### config.mk
export PLATFORM = sky130hd
export DESIGN_NAME = circ_queue_reader
export DESIGN_NICKNAME = d
export VERILOG_FILES = /design/src/rtl/circ_queue_reader_pkg.sv /design/src/rtl/circ_queue_reader_skid_buf2.sv /design/src/rtl/circ_queue_reader.sv
export SDC_FILE = /design/constraint.sdc
export NUM_CORES = 1
export LEC_CHECK = 0
export ABC_AREA = 1
export CORE_ASPECT_RATIO = 2
export CORE_MARGIN = 2
export CORE_UTILIZATION = 53
export CTS_BUF_LIST = sky130_fd_sc_hd__clkbuf_4 sky130_fd_sc_hd__clkbuf_8 sky130_fd_sc_hd__clkbuf_16
export DETAILED_ROUTE_END_ITERATION = 12
export GPL_ROUTABILITY_DRIVEN = 0
export PLACE_DENSITY = 0.9
export SYNTH_ARGS = -nofsm -noshare
export SYNTH_HDL_FRONTEND = slang
export SYNTH_SLANG_ARGS = --single-unit
### constraint.sdc
create_clock -name clk -period 7.2 [get_ports clk]
set_input_delay 1.08 -clock clk [delete_from_list [all_inputs] [get_ports clk]]
set_output_delay 1.08 -clock clk [all_outputs]
set_load 0.03 [all_outputs]
### src/rtl/circ_queue_reader_pkg.sv
// Shared constants for the 16-entry circular queue and its reader.
package queue_pkg;

  localparam int unsigned DATA_W = 8;
  localparam int unsigned DEPTH  = 16;
  localparam int unsigned PTR_W  = $clog2(DEPTH);

  // Occupancy of the two-slot output skid buffer
  typedef enum logic [1:0] {
    SKID_EMPTY = 2'd0,
    SKID_ONE   = 2'd1,
    SKID_TWO   = 2'd2
  } skid_state_e;

  // Read pointer advance; wraps naturally because DEPTH is a power of two
  function automatic logic [PTR_W-1:0] ptr_inc(input logic [PTR_W-1:0] p);
    return p + PTR_W'(1);
  endfunction

endpackage

### src/rtl/circ_queue_reader_skid_buf2.sv
// Two-entry valid/ready skid buffer. Head slot drives the stream output;
// the tail slot absorbs one extra entry while the consumer stalls.
module skid_buf2
  import queue_pkg::*;
#(
  parameter int unsigned W = DATA_W
) (
  input  logic         clk,
  input  logic         rst,
  input  logic         push_i,
  input  logic [W-1:0] push_data_i,
  input  logic         pop_i,
  output logic [W-1:0] data_o,
  output logic         valid_o,
  output logic [1:0]   occupancy_o
);

  skid_state_e state_q, state_d;
  logic [W-1:0] head_q, head_d;
  logic [W-1:0] tail_q, tail_d;
  logic         pop_eff;

  assign pop_eff = pop_i && (state_q != SKID_EMPTY);

  // Occupancy state register
  always_ff @(posedge clk or posedge rst) begin
    if (rst) state_q <= SKID_EMPTY;
    else     state_q <= state_d;
  end

  // Occupancy next state from push/pop
  always_comb begin
    state_d = state_q;
    case (state_q)
      SKID_EMPTY: if (push_i) state_d = SKID_ONE;
      SKID_ONE: begin
        if (push_i && !pop_eff)      state_d = SKID_TWO;
        else if (!push_i && pop_eff) state_d = SKID_EMPTY;
      end
      SKID_TWO: if (pop_eff && !push_i) state_d = SKID_ONE;
      default: state_d = SKID_EMPTY;
    endcase
  end

  // Stream outputs derived from occupancy
  always_comb begin
    valid_o     = (state_q != SKID_EMPTY);
    occupancy_o = 2'(state_q);
    data_o      = head_q;
  end

  // Slot updates: a pop shifts tail into head, a push fills the first free slot
  always_comb begin
    head_d = head_q;
    tail_d = tail_q;
    case (state_q)
      SKID_EMPTY: if (push_i) head_d = push_data_i;
      SKID_ONE: begin
        if (push_i && pop_eff) head_d = push_data_i;
        else if (push_i)       tail_d = push_data_i;
      end
      SKID_TWO: begin
        if (pop_eff) begin
          head_d = tail_q;
          if (push_i) tail_d = push_data_i;
        end
      end
      default: ;
    endcase
  end

  // Slot registers
  always_ff @(posedge clk or posedge rst) begin
    if (rst) begin
      head_q <= '0;
      tail_q <= '0;
    end else begin
      head_q <= head_d;
      tail_q <= tail_d;
    end
  end

  // Upstream credit logic must never push into a full buffer without a pop
  a_no_overrun: assert property (@(posedge clk) disable iff (rst)
    !(push_i && !pop_eff && state_q == SKID_TWO));

endmodule

### src/rtl/circ_queue_reader.sv
// Consumer-side controller for the circular queue: tracks occupancy from the
// producer's write strobes, owns the read pointer, absorbs the queue's
// one-cycle read latency and presents entries on a valid/ready stream.
module circ_queue_reader #(
  parameter int unsigned DATA_W = queue_pkg::DATA_W,
  parameter int unsigned DEPTH  = queue_pkg::DEPTH,
  parameter int unsigned PTR_W  = queue_pkg::PTR_W
) (
  input  logic              clk,
  input  logic              rst,
  input  logic              en,
  input  logic              write,
  output logic [PTR_W-1:0]  read,
  input  logic [DATA_W-1:0] rd_data,
  output logic [DATA_W-1:0] dout,
  output logic              dout_valid,
  input  logic              dout_ready,
  output logic [PTR_W:0]    count,
  output logic              full,
  output logic              empty,
  output logic              overflow
);

  logic [PTR_W-1:0] rd_ptr_q, rd_ptr_d;
  logic [PTR_W:0]   count_q, count_d;
  logic             inflight_q, inflight_d;
  logic             overflow_q, overflow_d;

  logic       pop;
  logic       issue;
  logic       wr_acc;
  logic [1:0] skid_occ;
  logic [2:0] pending;

  assign pop   = dout_valid && dout_ready;
  assign full  = (count_q == (PTR_W+1)'(DEPTH));
  assign empty = (count_q == '0);

  // Held plus in-flight entries after this cycle's pop must leave room for
  // one more in the skid buffer, so an issue can never be dropped.
  assign pending = 3'(skid_occ) + 3'(inflight_q) - 3'(pop);
  assign issue   = en && !empty && (pending < 3'd2);
  // A write at full is still taken when an issue frees a slot this cycle
  assign wr_acc  = en && write && (!full || issue);

  // Next-state for pointer, occupancy count, in-flight flag and overflow
  always_comb begin
    rd_ptr_d   = rd_ptr_q;
    count_d    = count_q;
    inflight_d = issue;
    overflow_d = overflow_q;
    if (issue) rd_ptr_d = queue_pkg::ptr_inc(rd_ptr_q);
    case ({wr_acc, issue})
      2'b10:   count_d = count_q + (PTR_W+1)'(1);
      2'b01:   count_d = count_q - (PTR_W+1)'(1);
      default: count_d = count_q;
    endcase
    if (en && write && full && !issue) overflow_d = 1'b1;
  end

  // Controller state registers
  always_ff @(posedge clk or posedge rst) begin
    if (rst) begin
      rd_ptr_q   <= '0;
      count_q    <= '0;
      inflight_q <= 1'b0;
      overflow_q <= 1'b0;
    end else begin
      rd_ptr_q   <= rd_ptr_d;
      count_q    <= count_d;
      inflight_q <= inflight_d;
      overflow_q <= overflow_d;
    end
  end

  assign read     = rd_ptr_q;
  assign count    = count_q;
  assign overflow = overflow_q;

  // Queue data registered one edge after issue is captured into the skid buffer
  skid_buf2 #(
    .W (DATA_W)
  ) u_skid (
    .clk         (clk),
    .rst         (rst),
    .push_i      (inflight_q),
    .push_data_i (rd_data),
    .pop_i       (dout_ready),
    .data_o      (dout),
    .valid_o     (dout_valid),
    .occupancy_o (skid_occ)
  );

endmodule
==> results of run 1 <==
## per-stage QoR
stage	hold WS [ns]	setup slack (ns)	area (um2)
floorplan	0.482	4.07	1540
global placement	0.452	3.43	1890
detailed placement	0.453	3.26	1890
CTS	0.467	3.54	2010
global route	0.472	3.25	2010
finish	0.463	3.53	2010
## worst reg2reg max path, stage by stage (launching register included)
cell and delay [ns]:
dfrtp_1 0.42, inv_1 0.14, nor2_2 0.41, inv_4 0.15, nor2_1 0.21, o21ai_0 0.15, fa_1 0.54, nand2_1 0.09
nor2_4 0.15, nand4_1 0.16, nand2_1 0.12, inv_1 0.05, ha_1 0.17, inv_1 0.06, nand2_1 0.07, nand3_1 0.10
nand2_1 0.06, nand3_1 0.06, nand2_1 0.05, nand2_1 0.05, nand2_1 0.05
## sequential cells by signal, summed over array words and instances, names as in the netlist
| signal | cells |
|---|---|
| u_skid.occupancy_o | 2 |
| overflow | 1 |
| u_skid.tail_q | 8 |
| inflight_q | 1 |
| read | 4 |
| count | 5 |
| u_skid.data_o | 8 |
## worst paths after layout
| check | to | slack [ns] | from |
|---|---|---|---|
| hold / removal | overflow | 0.46 | overflow |
| setup / recovery | count[4] | 3.53 | dout_ready |
| max in group asynchronous | count[2] | 5.16 | rst |
| hold reg to reg | overflow | 0.46 | overflow |
| setup reg to reg | count[4] | 3.84 | u_skid.occupancy_o[1] |
| min in group asynchronous | u_skid.tail_q[1] | 1.38 | rst |
## power breakdown
group	internal, mW	switching (mW)	leakage (nW)	total, mW
clock network	0.116	0.0631	0.0619	0.180
logic	0.248	0.346	0.597	0.593
registers	0.247	0.0696	0.344	0.316
## Yosys cell counts (all sizes together)
master,instances
nand4,3
buf,2
nor2,19
inv,22
xor2,3
nand3,13
mux2,8
dfrtp,29
ha,3
fa,1
a31oi,8
a21oi,2
xnor2,2
or2,1
or3b,1
o21ai,7
a31o,1
nand2,49
## area by class of cell
cell class	count	area (um2)
inverter	22	85.1
timing repair buffer	33	330
multi-input combinational	121	708
clock buffer	7	90.1
fill	206	764
sequential	29	726
clock inverter	1	30.0
tap	29	36.3
## metal layers
metal | global-route usage | up-vias
met5 | 0 | -
met4 | 0.144 | 0
met3 | 0.0472 | 10
met2 | 0.388 | 45
met1 | 0.250 | 627
li1 | - | 633
## logic make-up after synthesis
kind of cell | after synthesis | synth area share
AOI/OAI and AO/OA | 18 | 0.0747
xor gates and xnor gates | 5 | 0.0284
muxes | 8 | 0.0779
buffers and inverters | 24 | 0.0698
adders and majority gates | 4 | 0.0373
and+or+nand+nor | 86 | 0.241
DFF | 29 | 0.471
## placed cells by master, fill, tap and decap left out, drive strengths merged
master	n
a21oi	2
nand3	13
a31oi	8
clkbuf	7
or2	1
or3b	1
nand4	3
inv	22
fa	1
nor2	19
nand2	49
xnor2	2
ha	3
mux2	8
a31o	1
clkdlybuf4s50	33
xor2	3
bufinv	1
o21ai	7
dfrtp	29
==> run metrics, run 1 <==
Max IR drop VDD=0.343 mV; total track usage=0.227; Max Slew Vio Count=0; metal3 WL=146 um; initial core utilization=0.556; largest cells by area after synthesis=dfrtp_1 (47%), nand2_1 (12%), mux2_4 (7.8%); final cell count without fillers=~240; dpl hpwl=about 2400 um; slowest library cell on the worst path=fa_1; Worst Tran Pin Value=approximately 1.1 ns; Iteration-0 DRC Markers=28; Setup crit end kind=register; yosys warns=0; CTS Buf Count=5; crit share post-route=0.510; final period demand of the worst path=~3.7 ns; Final Hold Fails=0; RSZ-0062 raised after global routing=no; vias in the first global route=1280; syn_nets=about 190; CTS tree=done; Worst slew margin=0.274; drt drc=0; I/O Buffers=33; Worst Skew=between 0.006 and 0.007 ns; Placed Instances=approximately 230; CP arrival=3.85 ns; diode count=0; PostCTS Resize Cnt=0; setup TNS=0 ns; P_leak=1.00 nW; Clk Tree Root Cell=clkbuf_8; maximum number of pins on one net before global-route repair=30; Fmax=around 270 MHz; Cells after Synth=174; post-synthesis sequential area ratio=0.471; Max-Cap Viols=0; met2 WL=1830 um; initial antenna violation count=0; Setup Buffers After CTS=0; CP bufs+invs=4; Sink Count=29; # IOs=34; FF+latch count, synth=29; area leader, netlist=dfrtp_1; Tot Pwr=1.09 mW; critical path required time=~7.4 ns; vias per cell=~5.4; layout cells sized above 1=0.117; Worst-Skew Late Latency=0.28 ns; Core Region=2770 um2; first-pass GRT wire length=~5700 um; Clock Path Buffers=2; # setup viols final=0; most used cell, CP=nand2_1; Die H=roughly 80 um; nets@finish=229; Netlist cell types=24; drt total wl=roughly 3400 um; critical path type=primary input to register; Reg2Reg Depth=20; H-Tree Depth=2; Area Overhead vs Synth=30.1%; worst hold path type=register to register; total gr overflow=0; drt pass-1 iters=4; crit path cell chain=clkdlybuf4s50_1, inv_1, nor2_1, o21ai_0, fa_1, nand2_1, nor2_4, nand4_1, nand2_1, inv_1, ha_1, inv_1, nand2_1, nand3_1, nand2_1, nand3_1, nand2_1, nand2_1, nand2_1; die area=3380 um2; top-area cell type share of the netlist area=0.471; DRT met1 WL=around 1300 um; Die W=approximately 42 um; Routed Antenna Nets=0; syn avg cell area=between 8 and 9 um2; DR top layer=met4; worst hold stages=1; critical path peak fanout=4; cell area after synthesis=around 1500 um2; slowest cell delay on critical path=~0.54 ns; clk slew on worst S/H paths=0.06 ns; Worst path depth=19; drt wl/cell=13.9 um; routed vias=about 1300; pwr/cell area=543 nW/um2; hold bufs inserted after CTS=0; crit-path leading delay family=simple AND/OR/NAND/NOR gates; status=finished clean; crit start category=primary input; row count=27; fin util=0.724
No activity file was read; power rests on OpenSTA's default activity.
==> run 2, diff against run 1 <==
- CORE_UTILIZATION: 53 -> 45
- PLACE_DENSITY: 0.9 -> 0.82
- clock period: 7.2 -> 2.95 ns (I/O delays scaled with it)
==> run metrics, run 2 (synthesis gave the netlist of run 1 again) <==
# IOs=34 (unchanged); critical path required time=3.13 ns (-4.25 ns); pre-CTS setup slack=-0.154 ns (-3.41 ns); origin of the critical flop-to-flop path=u_skid.occupancy_o[1]; Clock Path Buffers=2 (unchanged); diode count=0 (unchanged); Max Slew Vio Count=0 (unchanged); RR Endpoint=count[4]; crit path cell chain=inv_1, nor2_2, inv_4, nor2_2, o21ai_1, fa_1, nand2_1, nor2_4, nand4_1, nand2_1, inv_1, ha_1, inv_1, nand2_1, nand3_1, nand2_1, nand3_1, nand2_1, nand2_1, nand2_1; slowest cell delay on critical path=0.51 ns (-0.03 ns); Setup crit end kind=register; hold slack=0.462 ns (-0.00133 ns); drt total wl=3390 um (+0.98%); initial core utilization=0.461 (-0.0950); row count=30 (+11%); HP Start=overflow; Reg2Reg Depth=20 (unchanged); die area=3940 um2 (+16%); Worst Tran Pin Value=0.505 ns (-0.583 ns); initial antenna violation count=0 (unchanged); crit start category=register; Area Overhead vs Synth=34.1%; hold endpoint=overflow; Max IR drop VDD=0.649 mV (+89%); fin util=0.619 (-0.105); routed vias=1354 (+3.0%); R2R Setup Slk=0.15 ns (-3.69 ns); Worst-Skew Late Latency=0.28 ns (about the same); Clk Tree Root Cell=clkbuf_8; CP arrival=2.97 ns (-0.88 ns); Sink Count=29 (unchanged); slowest library cell on the worst path=fa_1; Placed Instances=246 (+5.1%); maximum number of pins on one net before global-route repair=30 (unchanged); Max-Cap Viols=0 (unchanged); H-Tree Depth=2 (unchanged); most frequent cells in the layout=nand2_1 (49), clkdlybuf4s50_1 (32), dfrtp_1 (29), inv_1 (20), nor2_1 (15); drt drc=0 (unchanged); worst hold stages=1 (unchanged); Iteration-0 DRC Markers=13 (-54%); pwr/cell area=1280 nW/um2 (+140%); CTS tree=done; setup TNS=0 ns (unchanged); drt wl/cell=13.3 um (-4.2%); Core Region=3340 um2 (+21%); I/O Buffers=33 (unchanged); total track usage=0.190 (-0.0366); # setup viols final=0 (unchanged); vias in the first global route=1274 (-0.47%); crit share post-route=0.948; clk slew on worst S/H paths=0.06 ns (about the same); Die W=45.4 um (+7.7%); final cell count without fillers=255 (+5.4%); Fmax=~360 MHz; Worst slew margin=0.663 (+0.390); critical path type=register to register; P_leak=1.05 nW (+4.8%); post-route worst setup slack=0.154 ns (-3.37 ns); total gr overflow=0 (unchanged); nets@finish=240 (+4.8%); most common cell after layout, fill and taps aside=nand2_1; status=finished clean; dpl hpwl=2450 um (+0.80%); Final Hold Fails=0 (unchanged); layout cells sized above 1=0.161 (+0.0441); Routed Antenna Nets=0 (unchanged); drt pass-1 iters=4 (unchanged); Die H=86.8 um (+8.1%); CTS Buf Count=5 (unchanged); worst hold path type=register to register; most used cell, CP=nand2_1; Worst Skew=0.00369 ns (-0.00262 ns); first-pass GRT wire length=5380 um (-5.8%); vias per cell=5.31 (-2.3%); final period demand of the worst path=between 2 and 3 ns; critical path peak fanout=10 (+6)
run 2: cell count changes in the layout (fill, tap and decap cells not counted):
cell	change
o21ai_1	+1
dlymetal6s2s_1	+1
buf_4	+11
bufinv_16	-1
clkdlybuf4s50_1	-1
o21ai_0	-1
nor2_1	-1
nor2_2	+1
run 2: repair_timing:
item	CTS	global route
setup endpoints to repair	0	3
buffers inserted	0	2
resized for setup	0	3
hold buffers	0	0
run 2: layout make-up:
cell class | instances | area (um2)
Multi-Input combinational cell | 121 | 711
Clock buffer | 7 | 90.1
Fill cell | 280 | 1270
Sequential cell | 29 | 726
Inverter | 22 | 85.1
Tap cell | 32 | 40.0
Timing Repair Buffer | 44 | 415
run 2: worst max-delay path, delay by kind of cell, from the launching register on:
family	cells	cell delay [ns]
flip-flops	1	0.34
adder cells (fa/ha/maj)	2	0.70
AO/OA/AOI/OAI	1	0.08
AND/OR/NAND/NOR	13	1.20
buffers and inverters	4	0.33
run 2: metal layers:
metal  global-route usage  up-vias  wire (um)
met4                0.118        0        116
met3               0.0500       11        134
met2                0.329       36       1910
li1                     -      661          -
met5                    0        -          0
met1                0.188      646       1230
run 2: worst max-delay path by stage:
stage | from | end | slack, ns | depth (start not counted)
5_1_grt | u_skid.occupancy_o[1] | count[4] | -0.04 | 21
4_1_cts | u_skid.occupancy_o[1] | count[4] | 0.04 | 20
2_1_floorplan | u_skid.occupancy_o[1] | count[4] | 0.09 | 20
3_5_place_dp | dout_ready | count[4] | -0.15 | 19
6_report | u_skid.occupancy_o[1] | count[4] | 0.15 | 20
3_3_place_gp | dout_ready | count[4] | -0.03 | 19
run 2: power breakdown:
| part | leakage [nW] | internal [mW] | switching [mW] |
|---|---|---|---|
| combinational | 0.659 | 0.666 | 0.870 |
| sequential | 0.344 | 0.603 | 0.160 |
| clock | 0.0477 | 0.194 | 0.147 |
| total | 1.05 | 1.46 | 1.18 |
run 2: per-stage QoR:
step | instance area, um2 | total power, mW
global placement | 1960 | 2.24
finish | 2070 | 2.64
floorplan | 1540 | 1.76
global route | 2070 | 2.83
detailed placement | 1960 | 2.27
CTS | 2050 | 2.62
